$ cat src/rtl/ysyx_220053_pkg.sv
// Shared definitions for the ysyx_220053 load/store unit.
//   - access size encodings (SZ_*)
//   - byte-lane mask constants (MASK_*), unshifted, for lane offset 0
//   - LSU FSM state enum
package ysyx_220053_pkg;

  localparam logic [1:0] SZ_B = 2'd0;
  localparam logic [1:0] SZ_H = 2'd1;
  localparam logic [1:0] SZ_W = 2'd2;
  localparam logic [1:0] SZ_D = 2'd3;

  localparam logic [7:0] MASK_B = 8'h01;
  localparam logic [7:0] MASK_H = 8'h03;
  localparam logic [7:0] MASK_W = 8'h0F;
  localparam logic [7:0] MASK_D = 8'hFF;

  typedef enum logic [1:0] {
    StIdle,
    StReq,
    StWait,
    StDone
  } lsu_state_e;

endpackage

$ cat src/rtl/ysyx_220053_lsu_align.sv
// Combinational lane alignment for the LSU.
// Ports:
//   size, off        access size and byte offset within the 8-byte word
//   sdata            raw store data (rs2)
//   wdata, wmask     lane-replicated store data and byte-lane enables
//   uns, rdata       zero-extend select and raw 8-byte-aligned load data
//   ldata            extracted, sign/zero-extended load value
//   misaligned       access is not naturally aligned for its size
module ysyx_220053_lsu_align
  import ysyx_220053_pkg::*;
(
  input  logic [1:0]  size,
  input  logic [2:0]  off,
  input  logic [63:0] sdata,
  output logic [63:0] wdata,
  output logic [7:0]  wmask,
  input  logic        uns,
  input  logic [63:0] rdata,
  output logic [63:0] ldata,
  output logic        misaligned
);

  logic [63:0] shifted;

  assign shifted = rdata >> {off, 3'b000};

  always_comb begin
    wdata      = sdata;
    wmask      = MASK_D;
    ldata      = shifted;
    misaligned = 1'b0;
    unique case (size)
      SZ_B: begin
        wdata = {8{sdata[7:0]}};
        wmask = MASK_B << off;
        ldata = uns ? {56'd0, shifted[7:0]} : {{56{shifted[7]}}, shifted[7:0]};
      end
      SZ_H: begin
        wdata      = {4{sdata[15:0]}};
        wmask      = MASK_H << off;
        ldata      = uns ? {48'd0, shifted[15:0]} : {{48{shifted[15]}}, shifted[15:0]};
        misaligned = off[0];
      end
      SZ_W: begin
        wdata      = {2{sdata[31:0]}};
        wmask      = MASK_W << off;
        ldata      = uns ? {32'd0, shifted[31:0]} : {{32{shifted[31]}}, shifted[31:0]};
        misaligned = |off[1:0];
      end
      SZ_D: begin
        wdata      = sdata;
        wmask      = MASK_D;
        ldata      = shifted;
        misaligned = |off;
      end
      default: ;
    endcase
  end

endmodule

$ cat src/rtl/ysyx_220053_lsu.sv
// Load/store unit: takes the ALU result as effective address (or writeback value for
// non-memory ops), performs at most one memory transaction, and presents the result to WB.
// Ports:
//   in_*   execute-side valid/ready handshake and instruction fields
//   mem_*  request/grant/response memory bus
//   wb_*   writeback-side valid/ready handshake and result fields
module ysyx_220053_lsu
  import ysyx_220053_pkg::*;
#(
  parameter int unsigned RD_W = 5
) (
  input  logic            clk,
  input  logic            rst_n,
  input  logic            in_valid,
  output logic            in_ready,
  input  logic [63:0]     in_result,
  input  logic [63:0]     in_wdata,
  input  logic            in_load,
  input  logic            in_store,
  input  logic [1:0]      in_size,
  input  logic            in_unsigned,
  input  logic [RD_W-1:0] in_rd,
  output logic            mem_req,
  output logic            mem_we,
  output logic [63:0]     mem_addr,
  output logic [63:0]     mem_wdata,
  output logic [7:0]      mem_wmask,
  input  logic            mem_gnt,
  input  logic            mem_rvalid,
  input  logic [63:0]     mem_rdata,
  output logic            wb_valid,
  input  logic            wb_ready,
  output logic [63:0]     wb_data,
  output logic [RD_W-1:0] wb_rd,
  output logic            wb_we,
  output logic            wb_err
);

  lsu_state_e state_q, state_d;

  logic [63:0]     addr_q, sdata_q;
  logic            store_q, uns_q;
  logic [1:0]      size_q;
  logic [RD_W-1:0] rd_q;
  logic [63:0]     wb_data_q, wb_data_d;
  logic            wb_we_q, wb_we_d;
  logic            wb_err_q, wb_err_d;

  logic        idle, accept, store_req;
  logic [1:0]  al_size;
  logic [2:0]  al_off;
  logic [63:0] al_wdata, al_ldata;
  logic [7:0]  al_wmask;
  logic        al_misaligned;

  assign idle     = (state_q == StIdle);
  assign accept   = in_valid & idle;
  assign in_ready = idle;

  // In IDLE the aligner judges the incoming op; afterwards it works on the latched one.
  assign al_size = idle ? in_size : size_q;
  assign al_off  = idle ? in_result[2:0] : addr_q[2:0];

  ysyx_220053_lsu_align u_align (
    .size       (al_size),
    .off        (al_off),
    .sdata      (sdata_q),
    .wdata      (al_wdata),
    .wmask      (al_wmask),
    .uns        (uns_q),
    .rdata      (mem_rdata),
    .ldata      (al_ldata),
    .misaligned (al_misaligned)
  );

  // Memory-side outputs are zero outside REQ so reset and idle leave the bus quiet.
  assign mem_req   = (state_q == StReq);
  assign store_req = mem_req & store_q;
  assign mem_we    = store_req;
  assign mem_addr  = mem_req ? {addr_q[63:3], 3'b000} : 64'd0;
  assign mem_wdata = store_req ? al_wdata : 64'd0;
  assign mem_wmask = store_req ? al_wmask : 8'd0;

  assign wb_valid = (state_q == StDone);
  assign wb_data  = wb_data_q;
  assign wb_rd    = rd_q;
  assign wb_we    = wb_we_q;
  assign wb_err   = wb_err_q;

  always_comb begin
    state_d   = state_q;
    wb_data_d = wb_data_q;
    wb_we_d   = wb_we_q;
    wb_err_d  = wb_err_q;
    unique case (state_q)
      StIdle: begin
        if (in_valid) begin
          wb_data_d = 64'd0;
          wb_we_d   = 1'b0;
          wb_err_d  = 1'b0;
          if (!(in_load || in_store)) begin
            wb_data_d = in_result;
            wb_we_d   = 1'b1;
            state_d   = StDone;
          end else if (al_misaligned) begin
            wb_err_d = 1'b1;
            state_d  = StDone;
          end else begin
            state_d = StReq;
          end
        end
      end
      StReq: begin
        if (mem_gnt) state_d = store_q ? StDone : StWait;
      end
      StWait: begin
        if (mem_rvalid) begin
          wb_data_d = al_ldata;
          wb_we_d   = 1'b1;
          state_d   = StDone;
        end
      end
      StDone: begin
        if (wb_ready) state_d = StIdle;
      end
      default: state_d = StIdle;
    endcase
  end

  always_ff @(posedge clk or negedge rst_n) begin
    if (!rst_n) begin
      state_q   <= StIdle;
      wb_data_q <= 64'd0;
      wb_we_q   <= 1'b0;
      wb_err_q  <= 1'b0;
    end else begin
      state_q   <= state_d;
      wb_data_q <= wb_data_d;
      wb_we_q   <= wb_we_d;
      wb_err_q  <= wb_err_d;
    end
  end

  always_ff @(posedge clk or negedge rst_n) begin
    if (!rst_n) begin
      addr_q  <= 64'd0;
      sdata_q <= 64'd0;
      store_q <= 1'b0;
      uns_q   <= 1'b0;
      size_q  <= 2'd0;
      rd_q    <= '0;
    end else if (accept) begin
      addr_q  <= in_result;
      sdata_q <= in_wdata;
      store_q <= in_store;
      uns_q   <= in_unsigned;
      size_q  <= in_size;
      rd_q    <= in_rd;
    end
  end

endmodule

$ cat config.mk
export PLATFORM = sky130hd
export DESIGN_NAME = ysyx_220053_lsu
export DESIGN_NICKNAME = d
export VERILOG_FILES = /design/src/rtl/ysyx_220053_pkg.sv /design/src/rtl/ysyx_220053_lsu_align.sv /design/src/rtl/ysyx_220053_lsu.sv
export SDC_FILE = /design/constraint.sdc
export NUM_CORES = 1
export LEC_CHECK = 0
export CAP_MARGIN = 10
export CORE_AREA = 5 5 179 181
export DETAILED_ROUTE_END_ITERATION = 6
export DIE_AREA = 0 0 184 186
export GPL_TIMING_DRIVEN = 0
export PLACE_DENSITY = 0.76
export SLEW_MARGIN = 20
export SYNTH_ARGS = -nofsm -noshare
export SYNTH_HDL_FRONTEND = slang
export SYNTH_SLANG_ARGS = --single-unit
$ cat constraint.sdc
create_clock -name clk -period 6.9 [get_ports clk]
set_clock_uncertainty 0.1 [all_clocks]
set_input_delay 0.69 -clock clk [delete_from_list [all_inputs] [get_ports clk]]
set_output_delay 0.69 -clock clk [all_outputs]
set_load 0.1 [all_outputs]
==> results.py <==
metrics = {
    "grt": {
        "grt-ovfl-total": 0,
        "grt_max_degree": 85,
        "grt_pass1_wl_mm": 80.6,
        "antenna_found_initial": 5,
        "grt_pass1_vias": 12600,
        "gr-usage-all-layers_pct": 31.1,
    },
    "timing": {
        "fin_crit_ns": 6.68,
        "setup_viol": 0,
        "worst_pin_slew_ns": 1.13,
        "fin_crit_sh_pct": 96.8,
        "whs_ns": 0.379,
        "worst_slack_ns": 0.219,
        "slew_violations": 0,
        "fmax_mhz": 150,
        "slew_headroom_pct": 24.3,
        "rsz0062_at_grt": "no",
        "finalHoldViolations": 0,
    },
    "setup_path": {
        "rr_worst_depth": 14,
        "crit_type": "reg -> out",
        "rr_startpoint": "state_q[1]",
        "r2r_end": "wb_data[10]",
        "cp-start-kind": "flip-flop",
        "worstPathRequired_ns": 6.11,
        "r2r_setup_slack_ns": 2.21,
        "crit_path_end_kind": "output port",
        "worstPathMaxFanout": 10,
        "arrival_ns": 5.89,
    },
    "floorplan": {
        "core_area_um2": 30300,
        "ioPinCount": 419,
        "die_h_um": 186,
        "start_util_pct": 39.2,
        "die_area_um2": 34200,
        "fp.dieW_um": 184,
        "rows": 64,
    },
    "synthesis": {
        "ys_types": 46,
        "synth-seq-area-share_pct": 43.2,
        "synth_top_area_cell": "dfrtp_1",
        "ys_ff_latch": 205,
        "syn_area_per_cell_um2": 9.87,
        "ys_warn_count": 0,
        "ys_top_cells_by_area": "dfrtp_1, mux2_2, a21oi_1",
        "synth-main-ff-cell": "dfrtp_1",
        "synth_edf_count": 0,
        "syn_area_um2": 11900,
        "synth_top_area_share_pct": 43.2,
        "ys_async_sr_fraction_pct": 100,
        "postSynthCellCount": 1203,
    },
    "placement": {
        "dp.cells": 2018,
        "gp_congestion": 1.00,
        "port_buffers": 415,
        "pre_cts_slack_ns": 0.812,
        "dp_hpwl_mm": 43.4,
    },
    "clock_network": {
        "clock_latency_ns": 0.53,
        "cts_root_buf": "clkbuf_16",
        "postCtsSetupBuffers": 0,
        "clock_path_buffers": 3,
        "cts_sinks": 205,
        "ctsResizeCount": 0,
        "cts.clk_slew.worst_paths_ns": 0.06,
        "h-tree-depth": 1,
        "cts_made_buffers": 24,
        "tritoncts": "done",
    },
    "job": {
        "maxCapViolCount": 0,
    },
    "finish": {
        "fin_nets": 1865,
        "finish.utilization_pct": 57.5,
        "final_cell_mix": "clkdlybuf4s50_1, dfrtp_1, mux2_2",
        "mostFrequentLayoutCell": "clkdlybuf4s50_1",
        "layout-drive-gt1-share_pct": 13.0,
        "syn_to_final_growth_pct": 46.5,
        "post_layout_nonfiller_instances": 2064,
    },
    "drt": {
        "final_antenna_net_count": 0,
        "drtIter0Drc": 1211,
        "wirelength_mm": 55.5,
        "drt_pre_antenna_iters": 6,
        "drc_errors": 0,
        "wl_per_cell_um": 26.9,
        "num_vias": 12300,
        "viasPerCell": 5.94,
    },
    "min_path": {
        "hold_end": "wb_data[14]",
        "min-delay-start": "wb_data[14]",
        "hold_class": "reg -> reg",
        "whs_path_depth": 2,
    },
    "outcome": {
        "status": "complete, no violations",
    },
}
==> cell usage after synthesis, types with 9 or more instances <==
cell type,n
a21oi_1,117
clkbuf_1,80
a32oi_1,16
a221oi_1,9
o21ai_0,39
o22ai_1,10
and2_1,69
a22oi_1,45
nor2_1,73
buf_2,9
nand2_1,103
and3_1,34
o211ai_1,17
buf_1,12
a31oi_1,42
a2111o_1,23
dfrtp_1,205
inv_1,15
mux2i_1,46
mux2_2,143
o21ai_1,9
==> per-stage QoR <==
stage	TNS (ns)	area, um^2
global placement	-815.77	16500
CTS	0	17400
finish	0	17400
global route	0	17400
detailed placement	0	16600
floorplan	0	11900
==> worst max-delay path by stage <==
| stage | from | end | cells past startpoint |
|---|---|---|---|
| finish | state_q[1] | mem_wdata[24] | 13 |
| global placement | rst_n | sdata_q[23] | 1 |
| global route | state_q[0] | mem_wdata[24] | 13 |
| detailed placement | state_q[0] | mem_wdata[24] | 13 |
| floorplan | state_q[0] | mem_wdata[22] | 12 |
| CTS | state_q[0] | mem_wdata[24] | 13 |
==> flip-flops by register name (all words and copies together) (netlist names) <==
signal and cells:
store_q 1, wb_data 64, wb_rd 5, sdata_q 64, size_q 2, wb_err 1, addr_q 64, uns_q 1
state_q 2, wb_we 1
==> cell type report <==
cell class / instances / area [um^2]
diodes: 1 / 2.50
plain buffers: 109 / 462
clock buffers: 34 / 708
clock inverters: 10 / 88.8
fillers: 2697 / 12900
inverters: 15 / 56.3
multi-input cells: 876 / 6230
flip-flops and latches: 205 / 5130
well taps: 396 / 495
repair buffers: 418 / 4220
==> worst max-delay path: stages (launching register included) <==
cell and delay (ns):
dfrtp_1 0.43, inv_1 0.10, ha_1 0.32, buf_4 0.24, clkbuf_1 0.42, mux2_2 0.29
ha_1 0.14, clkbuf_1 0.39, or2_2 0.19, clkbuf_1 0.48, buf_1 0.61, nand2_1 0.20
a21oi_1 0.28, clkdlybuf4s50_1 1.24
==> per-layer routing <==
| layer | vias to the layer above | GRT usage [%] | share of wire [%] |
|---|---|---|---|
| li1 | 5334 | - | - |
| met4 | 8 | 14.4 | 5.3 |
| met1 | 5963 | 37.6 | 37 |
| met2 | 780 | 51.1 | 47 |
| met3 | 167 | 9.26 | 11 |
| met5 | - | 0 | 0.083 |
==> repair_timing <==
item                       4_1_cts  5_1_grt
hold endpoints to repair        49        0
hold buffers                     1        0
setup endpoints to repair        0        0
==> logic make-up (layout without fill, tap and decap cells) <==
kind of cell	after synthesis	in the layout	share of synthesized area (%)
AOI/OAI and AO/OA	360	360	20.0
and+or+nand+nor	307	307	12.4
adders and majority gates	8	8	0.843
muxes	198	198	19.1
buffers and inverters	124	586	4.36
other	1	4	0.0316
DFF	205	205	43.2
Power is left out: the tool's default activity adds up to more than one toggle a clock period on the data nets, which glitch-free logic cannot reach.
